<file path="config.mk">
export PLATFORM = sky130hd
export DESIGN_NAME = phy_rx_lane_sync
export DESIGN_NICKNAME = d
export VERILOG_FILES = /design/src/rtl/phy_pkg.sv /design/src/rtl/phy_shift_in.sv /design/src/rtl/phy_rx_lane_sync.sv
export SDC_FILE = /design/constraint.sdc
export NUM_CORES = 1
export LEC_CHECK = 0
export CAP_MARGIN = 20
export CORE_MARGIN = 1
export CORE_UTILIZATION = 40
export CTS_CLUSTER_SIZE = 24
export DETAILED_ROUTE_END_ITERATION = 12
export MAX_ROUTING_LAYER = met4
export PLACE_DENSITY = 0.64
export SYNTH_ARGS = -nofsm -noshare
export SYNTH_HDL_FRONTEND = slang
export SYNTH_SLANG_ARGS = --single-unit
</file>
<file path="constraint.sdc">
create_clock -name clk_32f -period 1.95 [get_ports clk_32f]
set_input_delay 0.4875 -clock clk_32f [delete_from_list [all_inputs] [get_ports clk_32f]]
set_output_delay 0.4875 -clock clk_32f [all_outputs]
set_load 0.02 [all_outputs]
</file>
<file path="src/rtl/phy_pkg.sv">
// Shared PHY definitions used by the receive lane synchronizer and the
// transmit-side serializer.
//   COM / IDL       : comma/training and idle characters
//   syncState_t     : receive synchronizer state encoding
//   isControl()     : true for characters that are never forwarded as data
package phy_pkg;

    localparam logic [7:0] COM = 8'hBC;
    localparam logic [7:0] IDL = 8'h7C;

    localparam logic [1:0] SEARCH_ENC = 2'd0;
    localparam logic [1:0] ALIGN_ENC  = 2'd1;
    localparam logic [1:0] LOCKED_ENC = 2'd2;

    typedef enum logic [1:0] {
        SEARCH = SEARCH_ENC,
        ALIGN  = ALIGN_ENC,
        LOCKED = LOCKED_ENC
    } syncState_t;

    function automatic logic isControl(input logic [7:0] b);
        return (b == COM) || (b == IDL);
    endfunction

endpackage

</file>
<file path="src/rtl/phy_shift_in.sv">
// Serial-to-parallel front end of the lane synchronizer.
// Ports:
//   clk      in   bit-rate clock
//   rstN     in   asynchronous active-low reset
//   serialIn in   serial data, MSB first
//   clearCnt in   synchronous clear of the bit counter
//   window   out  8-bit byte window including the bit being sampled now
//   bitCnt   out  position within the current byte (0..7, wraps)
module phy_shift_in (
    input  logic       clk,
    input  logic       rstN,
    input  logic       serialIn,
    input  logic       clearCnt,
    output logic [7:0] window,
    output logic [2:0] bitCnt
);

    // The byte shift register is 8 bits wide, but its oldest bit is shifted
    // out on the same edge it would be compared, so only the 7 youngest bits
    // are stored; the live serial input supplies the 8th window bit.
    logic [6:0] histReg;

    assign window = {histReg, serialIn};

    always_ff @(posedge clk or negedge rstN) begin
        if (!rstN) begin
            histReg <= '0;
            bitCnt  <= '0;
        end else begin
            histReg <= window[6:0];
            bitCnt  <= clearCnt ? 3'd0 : bitCnt + 3'd1;
        end
    end

endmodule

</file>
<file path="src/rtl/phy_rx_lane_sync.sv">
// Receive-side lane synchronizer. Hunts for COM at any bit offset, locks
// byte alignment after LOCK_CNT consecutive aligned COMs, then forwards
// aligned data bytes (COM/IDL are dropped).
// Ports:
//   clk_32f      in   bit-rate clock, rising edge
//   reset        in   asynchronous active-low reset
//   serial_in    in   serial data, MSB first
//   data_out     out  last aligned data byte (held between boundaries)
//   valid_out    out  data_out holds a data byte
//   byte_strobe  out  one-cycle pulse on each aligned byte boundary
//   active       out  lane locked; sticky until reset
module phy_rx_lane_sync
    import phy_pkg::*;
#(
    parameter int LOCK_CNT = 4
) (
    input  logic       clk_32f,
    input  logic       reset,
    input  logic       serial_in,
    output logic [7:0] data_out,
    output logic       valid_out,
    output logic       byte_strobe,
    output logic       active
);

    localparam logic [3:0] LOCK_TARGET = 4'(LOCK_CNT);

    syncState_t state, stateNext;
    logic [3:0] comCnt, comCntNext;
    logic [7:0] window;
    logic [2:0] bitCnt;
    logic       clearCnt;
    logic       boundary;
    logic [7:0] dataNext;
    logic       validNext, strobeNext, activeNext;

    // While searching, the counter is pinned at 0 so that the edge finding
    // COM leaves it at 0 and the next boundary lands exactly 8 edges later.
    assign clearCnt = (state == SEARCH);
    assign boundary = (bitCnt == 3'd7);

    phy_shift_in u_shiftIn (
        .clk      (clk_32f),
        .rstN     (reset),
        .serialIn (serial_in),
        .clearCnt (clearCnt),
        .window   (window),
        .bitCnt   (bitCnt)
    );

    always_ff @(posedge clk_32f or negedge reset) begin
        if (!reset) begin
            state       <= SEARCH;
            comCnt      <= '0;
            data_out    <= '0;
            valid_out   <= 1'b0;
            byte_strobe <= 1'b0;
            active      <= 1'b0;
        end else begin
            state       <= stateNext;
            comCnt      <= comCntNext;
            data_out    <= dataNext;
            valid_out   <= validNext;
            byte_strobe <= strobeNext;
            active      <= activeNext;
        end
    end

    always_comb begin
        stateNext  = state;
        comCntNext = comCnt;
        dataNext   = data_out;
        validNext  = valid_out;
        strobeNext = 1'b0;
        activeNext = active;
        case (state)
            SEARCH: begin
                if (window == COM) begin
                    stateNext  = ALIGN;
                    comCntNext = 4'd1;
                    strobeNext = 1'b1;
                end
            end
            ALIGN: begin
                if (boundary) begin
                    strobeNext = 1'b1;
                    if (window == COM) begin
                        comCntNext = comCnt + 4'd1;
                        if (comCnt + 4'd1 == LOCK_TARGET) begin
                            stateNext  = LOCKED;
                            activeNext = 1'b1;
                        end
                    end else begin
                        // Broken run: the hunt resumes on the next edge.
                        comCntNext = 4'd0;
                        stateNext  = SEARCH;
                    end
                end
            end
            LOCKED: begin
                if (boundary) begin
                    strobeNext = 1'b1;
                    if (isControl(window)) begin
                        validNext = 1'b0;
                    end else begin
                        dataNext  = window;
                        validNext = 1'b1;
                    end
                end
            end
            default: stateNext = SEARCH;
        endcase
    end

endmodule

</file>
==> impl_summary.md, run 1 <==
STA
Setup total negative slack on the finished layout was measured at 0 ns. The routed design could run at a clock period as short as around 1.9 ns. In the finished design, the share of the clock period the worst path needs comes to 0.9577. The relative max-transition margin is 0.7021. The clock tree skew after final layout is 0.001969 ns.

The achievable frequency is about 540 MHz. The number of endpoints with negative hold slack in the final report is 0. For the pin with the worst max-slew slack, the measured transition is 0.4469 ns.

Setup violations remaining at the end of the flow were counted as 0. The number of max-slew violations in the final report is 0. Setup repair after global routing left no endpoint under its margin.

Synthesis
The count of warnings emitted by yosys is 0. Ranked by total cell area, the synthesized netlist is headed by dfrtp_1, ha_1, mux2_2. The mapped netlist covers about 1300 sq um. Counting distinct cell types in the post-synthesis netlist gives 37.

By count the netlist is led by dfrtp_1, ha_1, mux2_2, nand2_1. The synthesized area divided by synthesized cell count is between 10 and 15 sq um. The share of flip-flops with an asynchronous set or reset is 1.000. Of the post-synthesis cell area, the dominant cell type holds 0.5320. The cell count after synthesis came out at 104. In the post-synthesis netlist, the cell with the most instances is dfrtp_1. The post-synth net total is between 100 and 150. The sequential area share after synthesis is 0.5320. The cell taking the most area after synthesis is dfrtp_1. Among all flip-flop cells after synthesis, the most frequent one is dfrtp_1. The number of synthesized register bits is 27. In this run, synthesis inferred 0 flip-flops with an integrated enable.

Finish
After the last flow step, the layout net total stands at approximately 140. The fraction of final layout cells with drive strength greater than 1 is 0.1890. 0 antenna diodes ended up in the layout.

Relative to the synthesized area, the layout overhead comes to 21.77%. The number of non-filler instances in the completed layout is 171.

Detailed routing
After detailed routing, the total wire length is 2.331 mm. Once detail routing completed, the nets flagged for antenna violations numbered 0. For this block, the initial DRC count from the detailed router was 14.

The first detailed-routing pass took 4 iterations. The DRC violations left is 0. Using the TritonRoute via totals, the vias-per-cell ratio works out to a little over 5.

The wire length per cell after detailed routing is about 14 um. The number of vias in the routed layout is about 900.

Pwr
The switching power total is 0.0002376 W. Across the VDD grid, the largest voltage drop is between 400 and 500 uV. The internal power contribution is ~0.00069 W.

The sequential power share is 0.639. Of the total power, combinational logic draws 0.103. For this design the ratio of total power to cell area is around 600 nW/um^2. The leakage dissipation is 0.6981 nW. The share of total power consumed by net switching is 0.2549. The clock power share is 0.258.

Clocking
Clock tree synthesis found a total of 27 sinks. TritonCTS built the clock tree. The clock-pin slew reported for the worst setup and hold paths after clock tree synthesis is 0.14 ns. The depth of the CTS H-tree is 1. The clock network latency to the later pin of the worst-skew pair is 0.32 ns. The maximum buffer depth of the clock tree is 2.

The number of buffers added by the clock tree synthesis step is 3. The cell sitting at the root of the clock tree is a clkbuf_4.

Setup path
The critical path endpoint category is a register. For this run, the slowest stage of the critical path takes 0.49 ns. The worst setup path is of the in -> reg kind.

The largest fanout of any net on the critical path is 6. Traced cell by cell, the critical path runs through clkdlybuf4s50_1 > nand4bb_4 > or3_4 > or4_1 > nand3_1. STA classifies the critical path startpoint as a primary input.

The data required time of the worst path is 2.21 ns. The data arrival time of the worst path is 2.13 ns. The slowest stage of the critical path is the or4_1 cell.

Placement
The final weighted congestion in routability-driven placement is 0.8177. In this run, placement finished with an instance count of 167. In this run the tool buffered the top-level ports with 13 buffer cells.

The total half-perimeter wirelength after legalization and detailed placement is 1.761 mm.

Floorplanning
The die height is slightly below 60 um. Pin placement for this block handled 14 I/O pins. The placeable core region is 3028 sq um. Row generation in the floorplan step produced 20 rows. The floorplan step set the die width to 58.35 um. For this configuration, the core starts out at a cell density of 0.4194.

The floorplan step defined a die boundary enclosing 3404 sq um.

GRT
The overall overflow remaining after global route is 0. The first-pass GRT wire length is 4.126 mm. Entering global routing, the biggest net connects 28 pins.

The number of global-route vias before repair came to just over 900. The initial antenna violation count was 0. The global router's overall resource usage is 0.1670.

Status
The run finished with clean final reports.

Hold path
The worst hold path class is reg -> reg.

Flow run
The max-capacitance violation count is 0.
-- cells by family (layout without fill, tap and decap cells) --
group                      Yosys count  after routing  share of synthesized area
AOI/OAI and AO/OA                   21             21                     0.1301
xor gates and xnor gates             1              1                   0.006898
adders and majority gates            8              8                    0.07882
buffers and inverters                7             30                    0.02167
DFF                                 27             27                     0.5320
muxes                                8              8                    0.06995
and+or+nand+nor                     32             32                     0.1606
-- through the flow --
stage / hold WS (ns) / instance area (sq um) / setup slack [ns] / total power, W / utilization
finish: 0.4410 / 1546 / 0.08251 / 0.0009321 / 0.5107
global route: 0.4487 / 1546 / 0.02307 / 0.0009839 / 0.5107
CTS: 0.4431 / 1536 / 0.02846 / 0.0009496 / 0.5074
detailed placement: 0.4098 / 1506 / -0.3240 / 0.0007035 / 0.4975
global placement: 0.3947 / 1506 / -0.2986 / 0.0006999 / 0.4975
floorplan: 0.1919 / 1270 / 0.1938 / 0.0006634 / -
-- state kept, by name, summed over array words and instances (netlist names) --
| name | flops |
|---|---|
| active | 1 |
| byte_strobe | 1 |
| comCnt | 4 |
| data_out | 8 |
| state | 2 |
| u_shiftIn.bitCnt | 3 |
| u_shiftIn.histReg | 7 |
| valid_out | 1 |
-- power by group through the flow --
stage | logic, W | clock network [W] | registers [W]
after global placement | 0.0000942 | 0 | 0.000606
final | 0.0000959 | 0.000240 | 0.000596
after CTS | 0.0000969 | 0.000256 | 0.000597
after floorplan | 0.0000607 | 0 | 0.000603
after detailed placement | 0.0000964 | 0 | 0.000607
after global routing | 0.000110 | 0.000275 | 0.000599
-- metal layers --
| layer | global-route usage | part of all wire |
|---|---|---|
| met4 | 0.06122 | 0.0077 |
| met1 | 0.2116 | 0.45 |
| met2 | 0.2726 | 0.51 |
| met3 | 0.02637 | 0.022 |
| met5 | - | 0 |
-- cells in the final DEF (no fill, tap or decap), drive strengths merged --
master / n
mux2: 7
and3b: 1
or3: 2
a31oi: 1
a21o: 3
or4bb: 1
o2111ai: 1
nand3b: 2
nor2: 5
clkbuf: 3
nand4: 1
nand3: 3
nand2: 7
buf: 8
clkinvlp: 1
nand2b: 1
nand4bb: 1
o21ai: 2
xnor2: 1
o41a: 1
o211ai: 2
a21boi: 1
clkdlybuf4s50: 13
nor3: 2
mux2i: 1
inv: 5
dfrtp: 27
a22o: 1
or4: 1
a211oi: 1
o41ai: 1
o2bb2ai: 1
o31ai: 2
nor2b: 4
ha: 8
o22a: 2
nor4: 1
a41o: 1
a22oi: 1
-- area by class of cell --
class                      count  area [sq um]
tap                           44         55.05
timing repair buffer          21         190.2
multi-input combinational     70         576.8
clock buffer                   3         22.52
clock inverter                 1         7.507
sequential                    27         675.6
fill                         285          1481
inverter                       5         18.77
-- final timing paths --
| path | startpoint | to | slack, ns | cells past startpoint |
|---|---|---|---|---|
| setup / recovery | serial_in | state[0]$_DFFE_PN0P_ | 0.08 | 5 |
| setup reg to reg | u_shiftIn.bitCnt[0]$_DFF_PN0_ | state[1]$_DFFE_PN0P_ | 0.19 | 7 |
| min in group asynchronous | reset | comCnt[1]$_DFFE_PN0P_ | 0.51 | 2 |
| hold / removal | u_shiftIn.histReg[4]$_DFF_PN0_ | u_shiftIn.histReg[5]$_DFF_PN0_ | 0.44 | 0 |
| max in group asynchronous | reset | u_shiftIn.histReg[6]$_DFF_PN0_ | 1.19 | 2 |
| hold reg to reg | u_shiftIn.histReg[4]$_DFF_PN0_ | u_shiftIn.histReg[5]$_DFF_PN0_ | 0.44 | 0 |
-- critical path: cells and delay by family --
kind,cells,cell delay [ns]
buffers and inverters,1,0.43
AND/OR/NAND/NOR,4,1.21
-- what timing repair did --
action                     4_1_cts  5_1_grt
buffers inserted                 0        0
hold endpoints to repair         0        0
setup endpoints to repair        0        8
gates resized for setup          0        3
hold buffers                     0        0
(Power assumes the default switching activity.)
==> run 2, diff against run 1 <==
==> constraint.sdc (replaced) <==
create_clock -name clk_32f -period 2.3 [get_ports clk_32f]
set_input_delay 0.575 -clock clk_32f [delete_from_list [all_inputs] [get_ports clk_32f]]
set_output_delay 0.575 -clock clk_32f [all_outputs]
set_load 0.02 [all_outputs]
==> run 2 against run 1 <==
Net effect:
- register-to-register slack gained 0.17 ns
- via count shrank 2.7%
- worst hold slack lost 0.0088 ns
- largest cell class unchanged
- largest power group unchanged
- critical path depth is the same
- cell area shrank 2.8%
- total power shrank 16%
- die area is the same
- clock power shrank 17%
- sequential power shrank 15%
==> impl_summary.md, run 2 (synthesis gave the netlist of run 1 again) <==
Status
The run finished with clean final reports.

GRT
The overall overflow remaining after global route is 0 (unchanged). The first-pass GRT wire length is 3.926 mm (-4.8%). The initial antenna violation count came to 0 (unchanged). The number of global-route vias before repair was 882 (-3.0%). The global router's overall resource usage is 0.1563 (-0.01074). The pin count of the biggest net entering global routing is 28 (unchanged).

Clocking
The clock network latency to the later pin of the worst-skew pair is 0.31 ns (about the same). The maximum buffer depth of the clock tree was 2 (unchanged). The depth of the CTS H-tree came to 1 (unchanged). The post-CTS repair timing setup buffer count is 0 (unchanged). TritonCTS built the clock tree.

The master cell of the clock root buffer is clkbuf_4. The number of buffers added by the clock tree synthesis step came to 3 (unchanged). The post-cts sizing count was 0 (unchanged).

The clock-pin slew reported for the worst setup and hold paths after clock tree synthesis is 0.15 ns (about the same). The clock sink total is 27 (unchanged). The number of hold-repair buffers added at the cts stage is 0 (unchanged).

Placement
The post-place setup slack was -0.1055 ns (+0.2186 ns). The final weighted congestion in routability-driven placement is 0.8171 (about the same). The count of input and output buffers was 13 (unchanged). The total half-perimeter wirelength after legalization and detailed placement is 1.693 mm (-3.9%). The total cell area at the placement stage came to 1476 sq um (-2.0%).

Floorplanning
The starting utilization of the core area is 0.4194 (unchanged). The placeable core region is 3028 sq um (unchanged). The horizontal extent of the die was 58.35 um (unchanged). The area of the die is 3404 sq um (unchanged). The die height was 58.35 um (unchanged). The number of rows created at floorplan came to 20 (unchanged). The I/O pin total was 14 (unchanged).

STA
The slew at the pin closest to its max-slew limit is 0.6688 ns (+0.2219 ns). The number of endpoints with negative hold slack in the final report came to 0 (unchanged). Setup repair after global routing left no endpoint under its margin. The portion of the clock cycle consumed by the worst path in the final layout is 0.8954. The final-report setup violation count is 0 (unchanged).

The setup slack of the critical path after layout was 0.2406 ns (+0.1581 ns). Based on the critical path, the design can be clocked at up to 485.6 MHz. The post-layout minimum cycle time is slightly above 2 ns. The setup total negative slack is 0 ns (unchanged). The clock tree skew after final layout is 0.007925 ns (+0.005956 ns).

The number of max-slew violations in the final report is 0 (unchanged). The relative max-transition margin came to 0.5525 (-0.1496).

Pwr
The internal power contribution is 0.0005863 W (-16%). The power density relative to cell area came to 520.9 nW/um^2 (-14%). The worst ir drop on vdd is 313.5 uV (-31%). The sequential power share was 0.644 (+0.005). The logic gate share of total power came to 0.102 (about the same). The clock power share is 0.254 (-0.004).

The switching power total is 0.0001971 W (-17%). The leakage dissipation came to 0.6826 nW (-2.2%). The overall power is 0.0007834 W (-16%). The share of total power consumed by net switching came to 0.2516 (-0.003350).

Finish
The final instance area is 1504 sq um (-2.8%). The top cell types in the final layout, fill and taps aside, are dfrtp_1, clkdlybuf4s50_1, ha_1. In the final layout, the registers with the most flip-flops are data_out x8, u_shiftIn.histReg x7, comCnt x4. The number of filler instances in the final layout came to 278 (-2.5%). The number of antenna cells inserted was 0 (unchanged).

The area growth from synthesis to layout is 18.42%. The register with the most flip-flops in the final layout is data_out. The final net count is 135 (-2.9%).

The fraction of final layout cells with drive strength greater than 1 is 0.1382 (-0.05076). The number of flip-flops in the largest register came to 8 (unchanged). The leading cell type in the layout, fill and taps excluded is dfrtp_1.

Detailed routing
The violation count after the first detailed-routing iteration is 15 (+1). The number of antenna-violating nets in the routed design came to 0 (unchanged). The count of TritonRoute iterations in the first routing pass is 4 (unchanged). The DRC violations left was 0 (unchanged). The total wirelength of the detailed-routed design is 2.229 mm (-4.4%). The number of vias per cell after detailed routing came to 5.150 (-0.38%).

The wire length per cell after detailed routing is 13.35 um (-2.1%). The number of vias in the routed layout is 860 (-2.7%).

Setup path
The worst path buffer plus inverter count was 1 (unchanged). Traced cell by cell, the critical path runs through clkdlybuf4s50_1 > nand4bb_4 > or3_1 > or4_1 > nand3_1. The critical path endpoint category is a register. The data required time of the worst path is 2.55 ns (+0.34 ns). The data arrival time of the worst path came to 2.31 ns (+0.18 ns). The cell class contributing the biggest share of worst-path delay is simple AND/OR/NAND/NOR gates. The cell at the slowest stage of the critical path is or4_1.

The largest fanout of any net on the critical path is 6 (unchanged). The number of stages on the worst setup path came to 5 (unchanged). The delay contributed by the slowest stage of the critical path came to 0.50 ns (about the same). STA classifies the critical path startpoint as a primary input. The critical path is of the in -> reg type. The cell count of the worst reg-to-reg path is 5 (-2).

Hold path
The number of cells on the worst hold path is 0 (unchanged). The path class of the tightest hold or removal check is reg -> reg.

Flow run
The max-capacitance violation count is 0 (unchanged).
[run 2: per-layer routing]
metal	up-vias	wire length [um]	GRT usage
li1	419	-	-
met1	430	1059	0.2072
met2	9	1107	0.2512
met3	2	46	0.02637
met4	0	15	0.04082
met5	-	0	-
[run 2: area by class of cell]
type | instances | area, sq um | area share
Inverter | 5 | 18.77 | 0.01248
Tap cell | 44 | 55.05 | 0.03661
Sequential cell | 27 | 675.6 | 0.4493
Clock buffer | 3 | 22.52 | 0.01498
Timing Repair Buffer | 17 | 160.2 | 0.1065
Clock inverter | 1 | 5.005 | 0.003328
Multi-Input combinational cell | 70 | 566.8 | 0.3769
[run 2: worst register-to-register path: cells and delay by family, from the launching register on]
kind | cells | cell delay (ns)
AND/OR/NAND/NOR | 2 | 0.68
flip-flops | 1 | 0.45
multiplexers | 1 | 0.41
adder cells (fa/ha/maj) | 1 | 0.20
buffers and inverters | 1 | 0.11
[run 2: worst paths after layout]
check | start | slack (ns) | endpoint
setup / recovery | serial_in | 0.24 | state[0]$_DFFE_PN0P_
hold / removal | u_shiftIn.histReg[4]$_DFF_PN0_ | 0.43 | u_shiftIn.histReg[5]$_DFF_PN0_
setup reg to reg | state[0]$_DFFE_PN0P_ | 0.36 | data_out[3]$_DFFE_PN0P_
hold reg to reg | u_shiftIn.histReg[4]$_DFF_PN0_ | 0.43 | u_shiftIn.histReg[5]$_DFF_PN0_
max in group asynchronous | reset | 1.44 | u_shiftIn.histReg[0]$_DFF_PN0_
min in group asynchronous | reset | 0.61 | comCnt[2]$_DFFE_PN0P_
[run 2: power groups by stage]
stage / logic (W) / registers, W / clock network [W]
2_1_floorplan: 0.0000515 / 0.000511 / 0
3_3_place_gp: 0.0000790 / 0.000514 / 0
5_1_grt: 0.0000908 / 0.000508 / 0.000223
3_5_place_dp: 0.0000806 / 0.000514 / 0
4_1_cts: 0.0000815 / 0.000505 / 0.000206
6_report: 0.0000799 / 0.000505 / 0.000199
[run 2: per-stage QoR]
stage / hold slack (ns) / std cells / utilization
6_report: 0.4323 / 167 / 0.4967
3_3_place_gp: 0.3986 / 163 / 0.4876
2_1_floorplan: 0.2794 / 104 / -
3_5_place_dp: 0.3991 / 163 / 0.4876
4_1_cts: 0.4311 / 167 / 0.4967
5_1_grt: 0.4481 / 167 / 0.4967
==> variant 1: new RTL, config.mk and constraints of run 2 <==
Add an input register stage for `serial_in`, with the module's reset; this delays it by one clock.
--- a/src/rtl/phy_rx_lane_sync.sv
+++ b/src/rtl/phy_rx_lane_sync.sv
@@ -26,4 +26,14 @@
     localparam logic [3:0] LOCK_TARGET = 4'(LOCK_CNT);
 
+    logic serial_q;
+
+    always_ff @(posedge clk_32f or negedge reset) begin
+        if (!reset) begin
+            serial_q <= '0;
+        end else begin
+            serial_q <= serial_in;
+        end
+    end
+
     syncState_t state, stateNext;
     logic [3:0] comCnt, comCntNext;
@@ -43,5 +53,5 @@
         .clk      (clk_32f),
         .rstN     (reset),
-        .serialIn (serial_in),
+        .serialIn (serial_q),
         .clearCnt (clearCnt),
         .window   (window),
Behaviour: not the same (Yosys sat finds a counterexample within 10 cycles, from zero or initial values and one cycle with reset low).
==> variant 1 against run 2 <==
- sequential share of layout area grew 1.1 points
- critical endpoint is now valid_out
- final area grew 1.2%
- total power grew 20%
- setup slack gained 0.16 ns
- critical path depth shrank 4
- sequential power grew 5.0%
- synthesized area grew 0.89%
- sequential cell count grew 1
- die area grew 0.86%
- count of clock-buffer cells in the layout is the same
- via count grew 3.0%
- fmax grew 8.6%
- routed wire length grew 3.5%
==> variant 1: results (changes against run 2) <==
clock_network:
  htreeDepth: 1  # unchanged
  clk_pin_slew_ns: 0.15  # about the same
finish:
  layout-drive-gt1-share_pct: 13.6  # was 13.8%
  multi_input_area_um2: 558  # was 567 um2
  num-nets-final: 130  # was 135
detailed_routing:
  num_vias: 886  # was 860
  wire_per_inst_um: 14.2  # was 13.3 um
  dr_wl_met3_um: 106  # was 46 um
  drtIter0Drc: 22  # was 15
  routed_wl_mm: 2.31  # was 2.23 mm
  met1_length_mm: 1.07  # was 1.06 mm
  met2_length_mm: 1.12  # was 1.11 mm
synthesis:
  ys_seq_area_share_pct: 54.7  # was 53.2%
  syn_nets: 112  # was 115
  synth.distinct_cells: 32  # was 37
  ys_top_cells_by_area: "dfrtp_1, ha_1, mux2_2"  # unchanged
  synthTopCellsByCount: "dfrtp_1, ha_1, mux2_2, o21ai_0"  # was dfrtp_1, ha_1, mux2_2, nand2_1
  postSynthAreaPerCell_um2: 12.7  # was 12.2 um2
worst_setup_path:
  slowest_stage: "clkdlybuf4s50_1"  # was or4_1
  slowest_delay_ns: 0.61  # was 0.50 ns
  crit_fanout: 2  # was 6
  cp_top_family: "buffers and inverters"  # was simple AND/OR/NAND/NOR gates
global_routing:
  grt_max_degree: 29  # was 28
  grt_pass1_vias: 881  # was 882
  grt_first_pass_wirelength_mm: 4.02  # was 3.93 mm
  use_met3_pct: 2.86  # was 2.64%
  use_met2_pct: 24.8  # was 25.1%
  use_met1_pct: 21.9  # was 20.7%
placed_design:
  dp_hpwl_mm: 1.69  # about the same
  placed_cell_area_um2: 1470  # was 1480 um2
  place_congestion: 0.824  # was 0.817
  place_inst: 158  # was 163
  dp_slack_ns: 0.497  # was -0.105 ns
pwr:
  leakagePower_nw: 0.669  # was 0.683 nW
  vdd_ir_drop_max_v: 0.000503  # was 0.000313 V
outcome:
  status: "finished clean"  # unchanged
timing:
  tightestPinTransition_ns: 0.442  # was 0.669 ns
  fin_skew_ns: 0.00539  # was 0.00792 ns
variant 1: changes by cell type in the layout (fill, tap and decap cells not counted), moves of 2 or more:
cell              run 2  this run
or3_1                 2         0
a21oi_1               0         5
o22a_1                2         0
buf_4                 4         1
o21ai_0               2         8
nand2_1               7         2
nand4bb_1             0         2
a21o_1                3         1
variant 1: path summary, 6_finish.rpt:
check	startpoint	to	slack (ns)	depth (start not counted)
max	valid_out$_DFFE_PN0P_	valid_out	0.40	1
min	serial_q$_DFF_PN0_	u_shiftIn.histReg[0]$_DFF_PN0_	0.43	0
max reg2reg	u_shiftIn.bitCnt[0]$_DFF_PN0_	data_out[7]$_DFFE_PN0P_	0.48	5
min reg2reg	serial_q$_DFF_PN0_	u_shiftIn.histReg[0]$_DFF_PN0_	0.43	0
max in group asynchronous	reset	data_out[1]$_DFFE_PN0P_	1.43	2
min in group asynchronous	reset	u_shiftIn.histReg[0]$_DFF_PN0_	0.61	2
variant 1: layout make-up:
| class | instances | share of cell area (%) |
|---|---|---|
| well taps | 44 | 3.62 |
| inverters | 5 | 1.23 |
| flip-flops and latches | 28 | 46.0 |
| repair buffers | 14 | 9.04 |
| clock inverters | 1 | 1.97 |
| clock buffers | 3 | 1.48 |
| multi-input cells | 67 | 36.6 |
variant 1: logic make-up after synthesis:
logic type	synth area share (%)
buf+inv	1.76
mux	7.03
simple gates	11.6
compound gates	16.4
fa+ha+maj	7.81
xor+xnor	0.684
flops	54.7
variant 1: report_power, final:
| group | internal (mW) | leakage (nW) | total (mW) | switching [mW] |
|---|---|---|---|---|
| registers | 0.512 | 0.367 | 0.530 | 0.0177 |
| logic | 0.0306 | 0.275 | 0.0899 | 0.0593 |
| clock network | 0.176 | 0.0279 | 0.321 | 0.145 |
| total | 0.719 | 0.669 | 0.941 | 0.222 |
==> variant 2: new RTL, flow settings as in run 2 <==
Made on the original files. Take the reset off `data_out` and load it in a clocked block of its own.
--- a/src/rtl/phy_rx_lane_sync.sv
+++ b/src/rtl/phy_rx_lane_sync.sv
@@ -53,5 +53,4 @@
             state       <= SEARCH;
             comCnt      <= '0;
-            data_out    <= '0;
             valid_out   <= 1'b0;
             byte_strobe <= 1'b0;
@@ -60,9 +59,12 @@
             state       <= stateNext;
             comCnt      <= comCntNext;
-            data_out    <= dataNext;
             valid_out   <= validNext;
             byte_strobe <= strobeNext;
             active      <= activeNext;
         end
+    end
+
+    always_ff @(posedge clk_32f) begin
+        data_out <= dataNext;
     end
 
Behaviour: same outputs for any inputs over 10 cycles, from zero or initial values and one cycle with reset low; that may be too few to reach the edited logic, so the function may still have changed.
==> variant 2 against run 2 <==
- routed wire length decreased by 12%
- final area decreased by 3.6%
- global-route usage decreased by 1.4 points
- setup slack improved by 0.16 ns
- clock power decreased by 3%
- total power increased by 0.98%
- sequential cell count unchanged
- sequential power increased by 4.8%
- combinational power decreased by 14%
- synthesized area decreased by 1.1%
- critical path type unchanged
- critical endpoint is now comCnt[2]$_DFFE_PN0P_
- highest routed layer unchanged
==> variant 2: results (changes against run 2) <==
pwr:
  leakagePower_nw: 0.587  # was 0.683 nW
  vdd_ir_drop_max_v: 0.000364  # was 0.000313 V
  internal-power_mw: 0.606  # was 0.586 mW
global_routing:
  grt_first_pass_wirelength_mm: 3.45  # was 3.93 mm
  grt_usage_pct: 14.2  # was 15.6%
  grt_max_degree: 20  # was 28
detailed_routing:
  routed_wl_mm: 1.96  # was 2.23 mm
  num_vias: 773  # was 860
  drtIter0Drc: 13  # was 15
synthesis:
  synthMuxAreaShare_pct: 2.59  # was 7.00%
  synth_compound_area_share_pct: 12.8  # was 13.0%
  synth_fa_ha_area_share_pct: 7.97  # was 7.88%
  syn_nets: 109  # was 115
  synth.distinct_cells: 38  # was 37
  synthTopCellsByCount: "dfrtp_1, nand2_1, edfxtp_1, ha_1, nor2_1"  # was dfrtp_1, ha_1, mux2_2, nand2_1
  synth-edff-count: 8  # was 0
  ys_top_cells_by_area: "dfrtp_1, edfxtp_1, ha_1"  # was dfrtp_1, ha_1, mux2_2
  synthXorXnorAreaFrac_pct: 0.697  # was 0.690%
worst_setup_path:
  reg2reg_to: "state[0]$_DFFE_PN0P_"  # was data_out[3]$_DFFE_PN0P_
  critPathArrivalTime_ns: 2.16  # was 2.31 ns
  r2r-start: "comCnt[0]$_DFFE_PN0P_"  # was state[0]$_DFFE_PN0P_
finish:
  layout-drive-gt1-share_pct: 11.4  # was 13.8%
  fillers: 269  # was 278
  num-nets-final: 126  # was 135
placed_design:
  place_congestion: 0.800  # was 0.817
  dp_hpwl_mm: 1.42  # was 1.69 mm
outcome:
  status: "finished clean"  # unchanged
timing:
  fin_skew_ns: 0.00396  # was 0.00792 ns
  tightestPinTransition_ns: 0.575  # was 0.669 ns
min_path:
  min_delay_worst_endpoint: "u_shiftIn.histReg[1]$_DFF_PN0_"  # was u_shiftIn.histReg[5]$_DFF_PN0_
clock_network:
  clk_pin_slew_ns: 0.12  # was 0.15 ns
-- variant 2: cell count changes after synthesis, moves of 2 or more --
cell,run 2,this run
or3_1,2,0
o21a_1,0,2
a21o_1,3,1
dfrtp_1,27,19
nand2_1,7,11
edfxtp_1,0,8
a21oi_1,0,3
mux2_2,7,2
o22a_1,2,0
-- variant 2: worst max-delay path by stage --
stage	cells past startpoint	slack, ns	startpoint	end
2_1_floorplan	4	0.52	u_shiftIn.bitCnt[0]$_DFF_PN0_	data_out[0]$_DFFE_PP_
3_3_place_gp	6	0.10	serial_in	comCnt[2]$_DFFE_PN0P_
3_5_place_dp	6	0.06	serial_in	comCnt[2]$_DFFE_PN0P_
4_1_cts	6	0.40	serial_in	comCnt[2]$_DFFE_PN0P_
5_1_grt	6	0.30	serial_in	comCnt[2]$_DFFE_PN0P_
6_report	6	0.41	serial_in	comCnt[2]$_DFFE_PN0P_
-- variant 2: critical path: stages --
cell	delay [ns]
clkdlybuf4s50_1	0.43
and4bb_1	0.30
nor4bb_2	0.20
buf_4	0.25
mux2_2	0.35
nand2_1	0.05
-- variant 2: final cells by class --
type | count | area (um2) | share of cell area, %
flip-flops and latches | 27 | 716 | 49.4
multi-input cells | 63 | 488 | 33.6
repair buffers | 16 | 153 | 10.5
well taps | 42 | 52.6 | 3.62
clock buffers | 4 | 26.3 | 1.81
inverters | 4 | 15.0 | 1.04
-- variant 2: power by group through the flow --
stage               clock [mW]  combinational [mW]  sequential, mW
floorplan                    0              0.0520           0.533
global placement             0              0.0673           0.538
detailed placement           0              0.0685           0.539
CTS                      0.205              0.0690           0.529
global route             0.220              0.0781           0.532
finish                   0.193              0.0686           0.529
-- variant 2: per-layer routing --
layer	GRT usage, %	wire (um)	part of all wire [%]	vias up
met2	20.9	870	44	10
met4	6.12	25	1.3	0
met1	18.3	1010	51	376
li1	-	-	-	385
met5	-	0	0	-
met3	4.02	58	3.0	2
-- variant 2: kinds of logic after synthesis --
group / after synthesis
compound gates: 19
xor+xnor: 1
fa+ha+maj: 8
buf+inv: 8
flops: 27
mux: 3
simple gates: 32
-- variant 2: metrics by stage --
stage | hold WS (ns) | setup WS (ns) | cell area (um2) | cells | power [mW]
floorplan | 0.279 | 0.516 | 1260 | 98 | 0.585
global placement | 0.386 | 0.105 | 1420 | 152 | 0.605
detailed placement | 0.389 | 0.0556 | 1420 | 152 | 0.607
CTS | 0.419 | 0.400 | 1450 | 156 | 0.803
global route | 0.434 | 0.303 | 1450 | 156 | 0.830
finish | 0.410 | 0.405 | 1450 | 156 | 0.791
